## config.mk

```make
export PLATFORM = sky130hd
export DESIGN_NAME = adp_debug_bridge
export DESIGN_NICKNAME = d
export VERILOG_FILES = /design/src/rtl/adp_types.sv /design/src/rtl/adp_addr_decode.sv /design/src/rtl/adp_debug_bridge.sv
export SDC_FILE = /design/constraint.sdc
export NUM_CORES = 1
export LEC_CHECK = 0
export ABC_AREA = 1
export CORE_MARGIN = 2
export CORE_UTILIZATION = 39
export DETAILED_ROUTE_END_ITERATION = 10
export PLACE_DENSITY = 0.84
export SLEW_MARGIN = 10
export SYNTH_ARGS = -nofsm -noshare
export SYNTH_HDL_FRONTEND = slang
export SYNTH_SLANG_ARGS = --single-unit
export TNS_END_PERCENT = 1
```

## constraint.sdc

```tcl
create_clock -name clk -period 1.72 [get_ports clk]
set_input_delay 0.344 -clock clk [delete_from_list [all_inputs] [get_ports clk]]
set_output_delay 0.344 -clock clk [all_outputs]
set_load 0.01 [all_outputs]
```

## src/rtl/adp_types.sv

```systemverilog
// Shared types and address-map constants for the ADP debug bridge.
package adp_types;

  typedef enum logic [1:0] {IDLE, ACCESS, WAIT, RESP} adp_bridge_state_t;
  typedef enum logic [1:0] {SEC_SRAM, SEC_REG, SEC_CORE, SEC_ERR} adp_section_t;

  localparam int ADP_BRIDGE_TIMEOUT = 16;

  // addr[15:13] selects the section; the remaining bits must fit the section's window.
  localparam logic [2:0] SRAM_ADDR_TAG = 3'b001;
  localparam logic [2:0] REG_ADDR_TAG  = 3'b010;
  localparam logic [2:0] CORE_ADDR_TAG = 3'b100;

  localparam logic [1:0] CORE_PC_ADDR  = 2'h0;
  localparam logic [1:0] CORE_IR_ADDR  = 2'h1;
  localparam logic [1:0] CORE_ADC_ADDR = 2'h2;
  localparam logic [1:0] CORE_DAC_ADDR = 2'h3;

endpackage

```

## src/rtl/adp_addr_decode.sv

```systemverilog
// Combinational address and permission decode for debug requests.
module adp_addr_decode
  import adp_types::*;
(
  input  logic [15:0]  addr,
  input  logic         write,
  output adp_section_t section,
  output logic [12:0]  offset,
  output logic         err
);

  always_comb begin
    section = SEC_ERR;
    offset  = '0;
    if (addr[15:13] == SRAM_ADDR_TAG) begin
      section = SEC_SRAM;
      offset  = addr[12:0];
    end else if (addr[15:13] == REG_ADDR_TAG && addr[12:5] == 8'h00) begin
      section = SEC_REG;
      offset  = {8'h00, addr[4:0]};
    end else if (addr[15:13] == CORE_ADDR_TAG && addr[12:2] == 11'h000) begin
      section = SEC_CORE;
      offset  = {11'h000, addr[1:0]};
    end
    // Only the DAC is writable in the core window.
    err = (section == SEC_ERR) ||
          (section == SEC_CORE && write && addr[1:0] != CORE_DAC_ADDR);
  end

endmodule

```

## src/rtl/adp_debug_bridge.sv

```systemverilog
// Bridges TAP debug read/write requests onto the SRAM, register and core-status buses.
// Handshakes: a transfer happens on a clock edge where valid and ready are both high; valid holds its payload until then.
module adp_debug_bridge
  import adp_types::*;
#(
  parameter int TIMEOUT_CYCLES = ADP_BRIDGE_TIMEOUT
) (
  input  logic              clk,
  input  logic              rst_n,
  input  logic              req_valid,
  output logic              req_ready,
  input  logic              req_write,
  input  logic [15:0]       req_addr,
  input  logic [31:0]       req_wdata,
  output logic              rsp_valid,
  input  logic              rsp_ready,
  output logic [31:0]       rsp_rdata,
  output logic              rsp_err,
  output logic              sram_en,
  output logic              sram_we,
  output logic [12:0]       sram_addr,
  output logic [31:0]       sram_wdata,
  input  logic [31:0]       sram_rdata,
  input  logic              sram_ready,
  output logic              reg_en,
  output logic              reg_we,
  output logic [4:0]        reg_addr,
  output logic [31:0]       reg_wdata,
  input  logic [31:0]       reg_rdata,
  output logic              core_en,
  output logic              core_we,
  output logic [1:0]        core_addr,
  output logic [31:0]       core_wdata,
  input  logic [31:0]       core_rdata,
  output adp_bridge_state_t dbg_state
);

  localparam logic [4:0] TO_LAST = 5'(TIMEOUT_CYCLES - 1);

  adp_bridge_state_t state, state_n;
  adp_section_t      dec_sec, lat_sec, lat_sec_n;
  logic [12:0]       dec_off;
  logic              dec_err;
  logic [4:0]        cnt, cnt_n;
  logic              pend, pend_n, lat_write, lat_write_n;
  logic              sram_en_n, sram_we_n, reg_en_n, reg_we_n, core_en_n, core_we_n;
  logic [12:0]       sram_addr_n;
  logic [4:0]        reg_addr_n;
  logic [1:0]        core_addr_n;
  logic [31:0]       sram_wdata_n, reg_wdata_n, core_wdata_n, rsp_rdata_n;
  logic              rsp_valid_n, rsp_err_n;

  adp_addr_decode u_decode (
    .addr    (req_addr),
    .write   (req_write),
    .section (dec_sec),
    .offset  (dec_off),
    .err     (dec_err)
  );

  assign req_ready = (state == IDLE);
  assign dbg_state = state;

  always_comb begin
    state_n      = state;
    cnt_n        = cnt;
    pend_n       = pend;
    lat_write_n  = lat_write;
    lat_sec_n    = lat_sec;
    sram_en_n    = sram_en;
    sram_we_n    = sram_we;
    sram_addr_n  = sram_addr;
    sram_wdata_n = sram_wdata;
    reg_en_n     = reg_en;
    reg_we_n     = reg_we;
    reg_addr_n   = reg_addr;
    reg_wdata_n  = reg_wdata;
    core_en_n    = core_en;
    core_we_n    = core_we;
    core_addr_n  = core_addr;
    core_wdata_n = core_wdata;
    rsp_valid_n  = rsp_valid;
    rsp_rdata_n  = rsp_rdata;
    rsp_err_n    = rsp_err;
    case (state)
      IDLE: if (req_valid) begin
        lat_write_n = req_write;
        lat_sec_n   = dec_sec;
        if (dec_err || dec_sec == SEC_ERR) begin
          rsp_valid_n = 1'b1;
          rsp_err_n   = 1'b1;
          rsp_rdata_n = '0;
          state_n     = RESP;
        end else if (dec_sec == SEC_SRAM) begin
          sram_en_n    = 1'b1;
          sram_we_n    = req_write;
          sram_addr_n  = dec_off;
          sram_wdata_n = req_wdata;
          cnt_n        = '0;
          state_n      = WAIT;
        end else if (dec_sec == SEC_REG) begin
          reg_en_n    = 1'b1;
          reg_we_n    = req_write;
          reg_addr_n  = dec_off[4:0];
          reg_wdata_n = req_wdata;
          state_n     = ACCESS;
        end else begin
          core_en_n    = 1'b1;
          core_we_n    = req_write;
          core_addr_n  = dec_off[1:0];
          core_wdata_n = req_wdata;
          state_n      = ACCESS;
        end
      end
      ACCESS: begin
        reg_en_n  = 1'b0;
        reg_we_n  = 1'b0;
        core_en_n = 1'b0;
        core_we_n = 1'b0;
        pend_n    = 1'b1;
        state_n   = RESP;
      end
      WAIT: begin
        // A ready that coincides with the last timeout cycle still wins.
        if (sram_ready) begin
          sram_en_n   = 1'b0;
          sram_we_n   = 1'b0;
          rsp_valid_n = 1'b1;
          rsp_err_n   = 1'b0;
          rsp_rdata_n = lat_write ? 32'h0 : sram_rdata;
          state_n     = RESP;
        end else if (cnt == TO_LAST) begin
          sram_en_n   = 1'b0;
          sram_we_n   = 1'b0;
          rsp_valid_n = 1'b1;
          rsp_err_n   = 1'b1;
          rsp_rdata_n = '0;
          state_n     = RESP;
        end else if (cnt != 5'h1F) begin
          cnt_n = cnt + 5'd1;
        end
      end
      RESP: begin
        // Target read data lands the cycle after the enable pulse, i.e. in the first RESP cycle.
        if (pend) begin
          pend_n      = 1'b0;
          rsp_valid_n = 1'b1;
          rsp_err_n   = 1'b0;
          rsp_rdata_n = lat_write ? 32'h0 : (lat_sec == SEC_CORE ? core_rdata : reg_rdata);
        end else if (rsp_valid && rsp_ready) begin
          rsp_valid_n = 1'b0;
          rsp_err_n   = 1'b0;
          rsp_rdata_n = '0;
          state_n     = IDLE;
        end
      end
      default: state_n = IDLE;
    endcase
  end

  always_ff @(posedge clk) begin
    if (!rst_n) begin
      state      <= IDLE;
      cnt        <= '0;
      pend       <= 1'b0;
      lat_write  <= 1'b0;
      lat_sec    <= SEC_ERR;
      sram_en    <= 1'b0;
      sram_we    <= 1'b0;
      sram_addr  <= '0;
      sram_wdata <= '0;
      reg_en     <= 1'b0;
      reg_we     <= 1'b0;
      reg_addr   <= '0;
      reg_wdata  <= '0;
      core_en    <= 1'b0;
      core_we    <= 1'b0;
      core_addr  <= '0;
      core_wdata <= '0;
      rsp_valid  <= 1'b0;
      rsp_rdata  <= '0;
      rsp_err    <= 1'b0;
    end else begin
      state      <= state_n;
      cnt        <= cnt_n;
      pend       <= pend_n;
      lat_write  <= lat_write_n;
      lat_sec    <= lat_sec_n;
      sram_en    <= sram_en_n;
      sram_we    <= sram_we_n;
      sram_addr  <= sram_addr_n;
      sram_wdata <= sram_wdata_n;
      reg_en     <= reg_en_n;
      reg_we     <= reg_we_n;
      reg_addr   <= reg_addr_n;
      reg_wdata  <= reg_wdata_n;
      core_en    <= core_en_n;
      core_we    <= core_we_n;
      core_addr  <= core_addr_n;
      core_wdata <= core_wdata_n;
      rsp_valid  <= rsp_valid_n;
      rsp_rdata  <= rsp_rdata_n;
      rsp_err    <= rsp_err_n;
    end
  end

endmodule

```

==> results of run 1 <==
-- path summary, 6_finish.rpt --
kind | start | end | cells past startpoint
max | cnt[1] | rsp_rdata[9] | 13
min | req_addr[11] | sram_addr[11] | 3
max reg2reg | cnt[1] | rsp_rdata[9] | 13
min reg2reg | reg_en | reg_en | 2
-- cell type report --
class	count	area (µm²)
clock inverters	14	173.9
repair buffers	392	4103
inverters	102	387.9
clock buffers	18	439.2
multi-input cells	622	3237
fillers	1459	6108
flip-flops and latches	167	3351
well taps	229	286.5
-- sequential cells by signal, summed over array words and instances, names as in the netlist --
| name | cells |
|---|---|
| cnt | 5 |
| core_addr | 2 |
| core_en | 1 |
| core_wdata | 32 |
| core_we | 1 |
| dbg_state | 2 |
| lat_sec | 2 |
| lat_write | 1 |
| pend | 1 |
| reg_addr | 5 |
| reg_en | 1 |
| reg_wdata | 32 |
| reg_we | 1 |
| rsp_err | 1 |
| rsp_rdata | 32 |
| rsp_valid | 1 |
| sram_addr | 13 |
| sram_en | 1 |
| sram_wdata | 32 |
| sram_we | 1 |
-- stage by stage --
step / util (%) / area, µm²
after CTS: 64.41 / 11650
final: 66.23 / 11980
after detailed placement: 61.07 / 11040
after global placement: 61.07 / 11040
after floorplan: - / 7254
after global routing: 66.23 / 11980
-- synthesized netlist by cell type --
| master | n |
|---|---|
| nand2_1 | 61 |
| buf_6 | 5 |
| inv_2 | 6 |
| o21ai_0 | 145 |
| ha_1 | 7 |
| a211oi_4 | 1 |
| nand3_2 | 1 |
| a21oi_2 | 20 |
| clkbuf_1 | 41 |
| inv_1 | 96 |
| a21oi_1 | 132 |
| o21ai_2 | 1 |
| buf_1 | 3 |
| nand2_4 | 2 |
| buf_4 | 5 |
| nor2_4 | 3 |
| dfxtp_1 | 167 |
| o21ai_1 | 37 |
| o211ai_1 | 1 |
| a211oi_1 | 2 |
| buf_2 | 21 |
| nor3_2 | 1 |
| and3_1 | 1 |
| nor2_1 | 82 |
| nor3_1 | 38 |
| or2_2 | 2 |
| nand3_1 | 78 |
| xor2_1 | 2 |
| nand2_2 | 5 |
-- report_power, final --
part	switching (mW)	internal, mW	total, mW	leakage (nW)
clock	1.83	2.13	3.96	0.302
combinational	3.00	3.25	6.25	3.76
sequential	0.418	4.50	4.92	1.36
total	5.25	9.88	15.1	5.41
-- cells in the final DEF (no fill, tap or decap), types with 4 or more instances in the layout --
| master | count |
|---|---|
| clkdlybuf4s50_1 | 260 |
| dfxtp_1 | 163 |
| a21oi_1 | 132 |
| o21ai_0 | 127 |
| inv_1 | 91 |
| nor2_1 | 80 |
| nand3_1 | 76 |
| nand2_1 | 59 |
| buf_4 | 58 |
| o21ai_1 | 55 |
| nor3_1 | 34 |
| dlymetal6s2s_1 | 32 |
| clkbuf_16 | 21 |
| a21oi_2 | 20 |
| buf_12 | 18 |
| dlygate4sd2_1 | 13 |
| inv_2 | 9 |
| nand2_2 | 6 |
| inv_8 | 6 |
| nor2_4 | 4 |
| ha_1 | 4 |
| clkinv_4 | 4 |
| buf_6 | 4 |
-- cell families (layout without fill, tap and decap cells) --
| logic type | Yosys count | after routing | synth area share, % |
|---|---|---|---|
| flip-flops | 167 | 167 | 46.20 |
| adder cells (fa/ha/maj) | 7 | 7 | 1.210 |
| AO/OA/AOI/OAI | 339 | 339 | 24.84 |
| AND/OR/NAND/NOR | 274 | 274 | 17.19 |
| XOR/XNOR | 2 | 2 | 0.2421 |
| buffers and inverters | 177 | 526 | 10.32 |
-- repair_timing --
item | 4_1_cts | 5_1_grt
gates cloned | 0 | 6
buffers inserted | 0 | 3
pin swaps | 2 | 10
setup endpoints to repair | 152 | 188
resized for setup | 23 | 76
hold buffers | 0 | 0
-- worst reg2reg max path: cells and delay by family (launching register included) --
family / cells / cell delay, ns
buffers and inverters: 4 / 0.43
AO/OA/AOI/OAI: 2 / 0.35
AND/OR/NAND/NOR: 5 / 0.41
adder cells (fa/ha/maj): 2 / 0.35
flip-flops: 1 / 0.36
-- per-layer routing --
layer	part of all wire [%]	GRT usage (%)
met5	0.061	0
met3	10	9.915
met2	49	44.04
met4	2.0	7.602
met1	38	27.27
==> out/results.ini, run 1 <==
[sta]
rsz0062_at_grt = yes
fin_crit_sh_pct = 116.5
fmax_mhz = 499.2
tns_ns = -8.863
slew_headroom_pct = 70.20
holdWs_ns = 0.2107
fin_skew_ns = 0.01770
period_minus_slack_ns = 2.003
setup_ws_ns = -0.2831
finalMaxSlewViolations = 0
worstMarginPinSlew_ns = 0.4465
setup_viol = 41
hold_violations = 0

[drt]
vias = 7989
route.detailed.drc = 0
viasPerCell = 5.174
drtPass1Iterations = 5
drt_wl_total_um = 26100
postRouteAntennaNets = 0
routedWlPerCell_um = 16.90
drt_iter0_drc = 325

[worst_setup_path]
critPathLaunchType = register
critPathMaxStageDelay_ns = 0.36
cp_num_buf_inv = 4
worstPathArrival_ns = 2.33
slowest_stage = dfxtp_2
path_cells = ha_4, inv_2, nor3_4, ha_2, inv_2, nand2_2, o21ai_2, a211oi_4, buf_6, clkbuf_16, nand3_1, nand2_1, nor2_1
r2r_slack_ns = -0.28
worstSetupPathType = register to register
critPathCaptureType = register
cp_max_fo = 6
cp_top_family = buffers and inverters
critical_path_required_ns = 2.05
worst_path_most_repeated_cell = inv_2

[yosys]
netlist_area_um2 = 7237
yosysSeqAreaShare_pct = 46.20
synth-seq-cells = 167
yosysTopAreaCell = dfxtp_1
netlist_instances = 966
synth.top_cell.area_share_pct = 46.20
synth.avg_cell_area_um2 = 7.492
synth_nets = 1123
synthTopCellsByArea = dfxtp_1 (46%), o21ai_0 (10%), a21oi_1 (9.1%), nand3_1 (5.4%), inv_1 (5.0%)
yosys_warnings = 0
yosysUniqueCellTypes = 29

[die]
die_w_um = 140.2
num_rows = 49
die_height_um = 140.2
io_pins = 309
initial_core_util_pct = 40.01
coreArea_um2 = 18090
die-area_um2 = 19660

[grt]
grt_pass1_vias = 7691
grt_max_degree = 50
grtUsageTotal_pct = 24.83
grt_pass1_wl_um = 39240
antenna_found_initial = 1
grt.overflow.total = 0

[clock_tree]
clk_pin_slew_ns = 0.07
cts_num_sinks = 167
cts_htree_levels = 4
tritoncts = yes
clock_latency_ns = 0.44
clock_path_buffers = 2
cts-root-buf = clkbuf_16
numCtsBuffers = 17

[placed_design]
portBuffers = 308
dp_slack_ns = -0.3899
hpwl_um = 18520
dp.cells = 1503
gp_congestion = 0.8292

[finish]
final_nets = 1459
fin_cells = 1544
layout-drive-gt1-share_pct = 13.92
syn_to_final_growth_pct = 65.51
diodes = 0

[outcome]
violations = negative setup slack
outcome = finished, violations left

[power]
powerDensity_nw_per_um2 = 1263
ir_drop_uv = 815.6
finalPower_mw = 15.13
power_leakage_nw = 5.415

[flow_run]
max_cap_viol_count = 0

[hold_path]
hold_class = input port to register

Power figures use the tool's default switching activity.
==> run 2: changes to the inputs <==
--- a/config.mk
+++ b/config.mk
@@ -5,7 +5,6 @@
 export SDC_FILE = /design/constraint.sdc
 export NUM_CORES = 1
 export LEC_CHECK = 0
-export ABC_AREA = 1
 export CORE_MARGIN = 2
 export CORE_UTILIZATION = 39
 export DETAILED_ROUTE_END_ITERATION = 10
==> constraint.sdc (replaced) <==
create_clock -name clk -period 1.72 [get_ports clk]
set_input_delay 0.344 -clock clk [delete_from_list [all_inputs] [get_ports clk]]
set_output_delay 0.344 -clock clk [all_outputs]
set_load 0.1 [all_outputs]
==> out/results.ini, run 2 <==
[yosys]
yosysSeqAreaShare_pct = 46.38  ; was 46.20%
synth_nets = 983  ; was 1123
yosysMostFrequentCell = nand2_1  ; was dfxtp_1
yosysUniqueCellTypes = 44  ; was 29
synth-seq-cells = 167  ; unchanged
netlist_instances = 826  ; was 966
netlist_area_um2 = 7208  ; was 7237 µm²
synthFlopType = dfxtp_1  ; unchanged
synth.top_cell.area_share_pct = 46.38  ; was 46.20%
yosysTopAreaCell = dfxtp_1  ; unchanged
async_reset_ff_share_pct = 0  ; unchanged
yosys_warnings = 0  ; unchanged
synth_edf_count = 0  ; unchanged
synth.avg_cell_area_um2 = 8.727  ; was 7.492 µm²
synthTopCellsByArea = dfxtp_1 (46%), nand2_1 (13%), a21boi_0 (12%), mux2i_1 (4.7%), o211a_1 (4.6%)  ; was dfxtp_1 (46%), o21ai_0 (10%), a21oi_1 (9.1%), nand3_1 (5.4%), inv_1 (5.0%)
ys_top_cells_by_count = nand2_1 (249), dfxtp_1 (167), a21boi_0 (115)  ; was dfxtp_1 (167), o21ai_0 (145), a21oi_1 (132)

[finish]
final_util_pct = 77.49  ; was 66.23%
final_area_um2 = 13970  ; was 11980 µm²
n_fill_cell = 1077  ; was 1459
mostFrequentLayoutCell = nand2_1  ; was clkdlybuf4s50_1
layout_common_cells = nand2_1 (247), buf_12 (177), dfxtp_1 (163)  ; was clkdlybuf4s50_1 (260), dfxtp_1 (163), a21oi_1 (132)
final_nets = 1351  ; was 1459
syn_to_final_growth_pct = 93.77  ; was 65.51%
layout-drive-gt1-share_pct = 29.16  ; was 13.92%
multi_input_area_um2 = 3845  ; was 3237 µm²
seq_area_um2 = 3353  ; was 3351 µm²

[worst_setup_path]
r2r_slack_ns = -0.39  ; was -0.28 ns
worstSetupPathType = register to register  ; unchanged
cp_max_fo = 5  ; was 6
timing.rr.end = rsp_rdata[1]  ; was rsp_rdata[9]
critPathLaunchType = register  ; unchanged
critPathCaptureType = register  ; unchanged
critical_path_required_ns = 2.04  ; was 2.05 ns
worstPathArrival_ns = 2.43  ; was 2.33 ns
reg2reg_depth = 11  ; was 13
r2r_start = cnt[0]  ; was cnt[1]

[sta]
slew_headroom_pct = 65.07  ; was 70.20%
worstMarginPinSlew_ns = 0.5239  ; was 0.4465 ns
hold_violations = 0  ; unchanged
fin_crit_sh_pct = 122.7  ; was 116.5%
setup_ws_ns = -0.3901  ; was -0.2831 ns
fmax_mhz = 473.9  ; was 499.2 MHz
rsz0062_at_grt = yes  ; unchanged
setup_viol = 122  ; was 41
finalMaxSlewViolations = 0  ; unchanged
period_minus_slack_ns = 2.110  ; was 2.003 ns
fin_skew_ns = 0.01041  ; was 0.01770 ns

[die]
io_pins = 309  ; unchanged
die_w_um = 140.0  ; was 140.2 µm
die-area_um2 = 19590  ; was 19660 µm²
initial_core_util_pct = 39.99  ; was 40.01%
coreArea_um2 = 18020  ; was 18090 µm²
num_rows = 49  ; unchanged
die_height_um = 140.0  ; was 140.2 µm

[drt]
postRouteAntennaNets = 0  ; unchanged
drt_wl_total_um = 29620  ; was 26100 µm
routedWlPerCell_um = 20.60  ; was 16.90 µm
vias = 7926  ; was 7989
route.detailed.drc = 0  ; unchanged
drt_iter0_drc = 393  ; was 325
viasPerCell = 5.512  ; was 5.174
drtPass1Iterations = 5  ; unchanged

[power]
finalPower_mw = 18.61  ; was 15.13 mW
powerDensity_nw_per_um2 = 1332  ; was 1263 nW/µm²
ir_drop_uv = 1283  ; was 815.6 µV
power_leakage_nw = 5.582  ; was 5.415 nW

[grt]
grt_pass1_wl_um = 45940  ; was 39240 µm
grtUsageTotal_pct = 29.74  ; was 24.83%
antenna_found_initial = 2  ; was 1
grt_max_degree = 80  ; was 50
grt.overflow.total = 0  ; unchanged
grt_pass1_vias = 8337  ; was 7691

[placed_design]
portBuffers = 308  ; unchanged
placed_area_um2 = 12690  ; was 11040 µm²
dp_slack_ns = -0.8977  ; was -0.3899 ns
gp_congestion = 0.8131  ; was 0.8292
hpwl_um = 18230  ; was 18520 µm

[hold_path]
hold_end = core_addr[0]  ; was sram_addr[11]
hold_class = input port to register  ; unchanged
min_from = req_addr[0]  ; was req_addr[11]
whs_path_depth = 4  ; was 3

[outcome]
violations = negative setup slack  ; unchanged
outcome = finished, violations left  ; unchanged

[clock_tree]
numCtsBuffers = 17  ; unchanged
cts_htree_levels = 4  ; unchanged
cts_num_sinks = 167  ; unchanged
cts-root-buf = clkbuf_16  ; unchanged
clock_latency_ns = 0.43  ; was 0.44 ns
tritoncts = yes  ; unchanged
clk_pin_slew_ns = 0.07  ; about the same
clock_path_buffers = 2  ; unchanged

[flow_run]
max_cap_viol_count = 0  ; unchanged

## run 2: changes by cell type after synthesis, moves of 74 or more
cell and change:
a21boi_0 +115, o21ai_0 -140, nor2_1 -74, a21oi_1 -127
nand2_1 +188, inv_1 -90
## run 2: critical path, cell delays in order (launching register included)
cell       delay, ns
dfxtp_2         0.36
ha_4            0.14
and3_4          0.21
ha_4            0.14
nor2_2          0.05
a221oi_2        0.23
and4_4          0.28
buf_12          0.14
buf_12          0.12
clkbuf_16       0.14
nand3_1         0.06
o211a_1         0.12
## run 2: kinds of logic after synthesis
logic type               Yosys count  synth area share (%)
AO/OA/AOI/OAI                    210                 23.19
adder cells (fa/ha/maj)            7                 1.215
buffers and inverters             73                 4.287
flip-flops                       167                 46.38
multiplexers                      34                 4.721
AND/OR/NAND/NOR                  335                 20.20
## run 2: metal layers
metal / part of all wire (%) / global-route usage (%)
met5: 0 / 0
met1: 35 / 32.16
met2: 52 / 53.74
met3: 7.8 / 7.043
met4: 5.6 / 15.79
## run 2: timing repair
item	in CTS	in global routing
setup endpoints to repair	162	160
gates resized for setup	125	61
setup buffers	12	4
pin swaps	30	8
cloned	13	1
hold buffers	0	0
## run 2: how the worst max path moves through the flow
stage | startpoint | endpoint | depth (start not counted)
global placement | req_addr[13] | core_we | 7
floorplan | dbg_state[1] | rsp_valid | 10
finish | cnt[0] | rsp_rdata[1] | 11
global route | cnt[0] | rsp_rdata[6] | 11
detailed placement | req_addr[13] | core_wdata[20] | 7
CTS | cnt[1] | rsp_valid | 11
## run 2: report_power, final
part | switching, mW | total, mW | internal, mW
clock | 1.68 | 3.88 | 2.20
combinational | 5.66 | 9.81 | 4.15
sequential | 0.554 | 4.92 | 4.36
total | 7.90 | 18.6 | 10.7
## run 2: per-stage QoR
step	setup TNS, ns	instances	hold WS, ns
after global routing	-25.74	1438	0.3594
after detailed placement	-111.09	1375	0.4810
after global placement	-98.35	1375	0.4648
after CTS	-15.89	1432	0.3939
final	-20.08	1438	0.3572
after floorplan	-62.91	826	0.4517
## run 2: cell type report
| cell class | count | area share (%) |
|---|---|---|
| repair buffers | 411 | 41.98 |
| multi-input cells | 591 | 27.53 |
| flip-flops and latches | 167 | 24.01 |
| clock buffers | 20 | 3.198 |
| well taps | 229 | 2.051 |
| clock inverters | 12 | 1.003 |
| inverters | 6 | 0.1971 |
| diodes | 2 | 0.03583 |
==> patch: new RTL, config.mk and constraints of run 2 <==
Take the reset off `reg_wdata` and load it in a clocked block of its own.
--- a/src/rtl/adp_debug_bridge.sv
+++ b/src/rtl/adp_debug_bridge.sv
@@ -172,7 +172,6 @@
       reg_en     <= 1'b0;
       reg_we     <= 1'b0;
       reg_addr   <= '0;
-      reg_wdata  <= '0;
       core_en    <= 1'b0;
       core_we    <= 1'b0;
       core_addr  <= '0;
@@ -193,7 +192,6 @@
       reg_en     <= reg_en_n;
       reg_we     <= reg_we_n;
       reg_addr   <= reg_addr_n;
-      reg_wdata  <= reg_wdata_n;
       core_en    <= core_en_n;
       core_we    <= core_we_n;
       core_addr  <= core_addr_n;
@@ -204,5 +202,9 @@
     end
   end
 
+  always_ff @(posedge clk) begin
+    reg_wdata <= reg_wdata_n;
+  end
+
 endmodule
 
Formal check against the unedited RTL: not equivalent (a bounded check fails within 4 cycles, from zero or initial values and one cycle with rst_n low).
==> patch against run 2 <==
The flow still finishes with violations (negative setup slack). Clock skew shrank 0.0011 ns. Wire length shrank 17%. Power shrank 26%. Cell area shrank 4.3%. Sequential share of layout area grew 3.5 points. Synthesized area shrank 0.78%. Worst setup slack gained 0.074 ns. Sequential cell count is the same.
==> patch: results (changes against run 2) <==
* Outcome: finished with violations (unchanged)
* Failing checks: negative setup slack (unchanged)
* VDD IR max at 0.00119 V (was 0.00128 V)
* Vias at 6905 (was 7926)
* Number of synthesized flops with an enable pin at 32 (was 0)
* Share of layout cells above drive strength 1 at 28.6% (was 29.2%)
* Min Hold Slack at 0.240 ns (was 0.357 ns)
* Antenna diode count at 0 (was 2)
* Top cells by count, synth: 254 x nand2_1, 135 x dfxtp_1, 68 x mux2i_1 (was 249 x nand2_1, 167 x dfxtp_1, 115 x a21boi_0)
* Nets at 1250 (was 1351)
* GPL Wtd Cong at 0.822 (was 0.813)
* GRT Total Usage at 24.6% (was 29.7%)
* Post-route worst setup slack at -0.316 ns (was -0.390 ns)
* HPWL Detailed at 17100 µm (was 18200 µm)
* Fillers at 1111 (was 1077)
* R2R cell count at 9 (was 11)
* Sequential element share of the synthesized area at 51.2% (was 46.4%)
* Skew final at 0.00928 ns (was 0.0104 ns)
* Post-synth net total at 899 (was 983)
* Hold depth at 3 (was 4)
* # setup viols final at 67 (was 122)
* Initial antenna violation count at 0 (was 2)
* Worst Tran Pin Value at 0.424 ns (was 0.524 ns)
* Synth area leaders: dfxtp_1 38%, edfxtp_1 13%, nand2_1 13% (was dfxtp_1 46%, nand2_1 13%, a21boi_0 12%)
* R2r startpoint: dbg_state[0]$_SDFFE_PN0P_ (was cnt[0]$_SDFFE_PN0P_)
* Global-route wire length before repair at 37800 µm (was 45900 µm)
* CP arrival at 2.34 ns (was 2.43 ns)
* Initial DRC count at 311 (was 393)
* Hold Crit Start: req_addr[10] (was req_addr[0])
* CP Max Fanout at 8 (was 5)
* Count of cell types in the netlist at 49 (was 44)
* Worst flop-to-flop path endpoint: rsp_rdata[21]$_SDFFE_PN0P_ (was rsp_rdata[1]$_SDFFE_PN0P_)
* Largest net degree at the start of global routing at 88 (was 80)
## patch: cell types whose count changed after synthesis, moves of 26 or more
| cell | run 2 | this run |
|---|---|---|
| a21boi_0 | 115 | 61 |
| a2bb2oi_1 | 32 | 0 |
| clkbuf_1 | 51 | 25 |
| dfxtp_1 | 167 | 135 |
| edfxtp_1 | 0 | 32 |
| mux2i_1 | 34 | 68 |
| nand3_1 | 40 | 4 |
| o211a_1 | 33 | 1 |
| o2bb2ai_1 | 0 | 33 |
## patch: where the power goes
group | internal [mW] | switching [mW] | total, mW | leakage (nW)
clock network | 2.04 | 1.66 | 3.69 | 0.275
registers | 4.17 | 0.170 | 4.34 | 1.38
logic | 2.75 | 2.96 | 5.71 | 3.40
total | 8.95 | 4.79 | 13.7 | 5.05
## patch: timing repair
action	in CTS	in global routing
resized for setup	43	74
setup endpoints to repair	163	164
buffers inserted	11	3
pin swaps	10	21
gates cloned	5	0
## patch: worst max path at each step
stage / slack (ns) / from / end
floorplan: -0.52 / dbg_state[0]$_SDFFE_PN0P_ / rsp_valid$_SDFFE_PN0P_
global placement: -0.47 / req_addr[8] / rsp_rdata[12]$_SDFFE_PN0P_
detailed placement: -0.55 / req_addr[8] / core_we$_SDFFE_PN0P_
CTS: -0.39 / cnt[1]$_SDFFE_PN0P_ / rsp_rdata[17]$_SDFFE_PN0P_
global route: -0.40 / cnt[0]$_SDFFE_PN0P_ / rsp_rdata[26]$_SDFFE_PN0P_
finish: -0.32 / dbg_state[0]$_SDFFE_PN0P_ / rsp_rdata[21]$_SDFFE_PN0P_
## patch: per-stage QoR
step	TNS, ns	setup WS [ns]
after floorplan	-70.12	-0.522
after global placement	-66.32	-0.469
after detailed placement	-74.21	-0.550
after CTS	-11.82	-0.391
after global routing	-18.35	-0.397
final	-11.40	-0.316
## patch: cell families after synthesis
kind of cell    Yosys count  synth area share [%]
simple gates            293                  16.6
buf+inv                  60                  5.51
compound gates          147                  16.0
fa+ha+maj                 7                  1.22
flops                   167                  51.2
mux                      68                  9.52
## patch: cell type report
cell class                 count  area [µm²]  area share (%)
timing repair buffer         385        5500            41.1
clock buffer                  18         429            3.21
sequential                   167        3670            27.5
inverter                       7        31.3           0.234
multi-input combinational    515        3310            24.8
clock inverter                14         140            1.05
tap                          229         287            2.14
## patch: per-layer routing
layer / vias to the layer above / part of all wire, % / track usage, %
met5: - / 0 / 0
met4: 0 / 3.3 / 11.0
met3: 55 / 5.9 / 4.99
met2: 313 / 54 / 45.6
met1: 3305 / 37 / 26.9
li1: 3232 / - / -
## patch: worst max-delay path: stages, from the launching register on
cell	delay [ns]
dfxtp_4	0.36
buf_4	0.14
ha_2	0.20
a311oi_2	0.29
o211ai_1	0.13
a41o_2	0.28
buf_12	0.13
buf_8	0.13
buf_12	0.14
mux2i_1	0.11
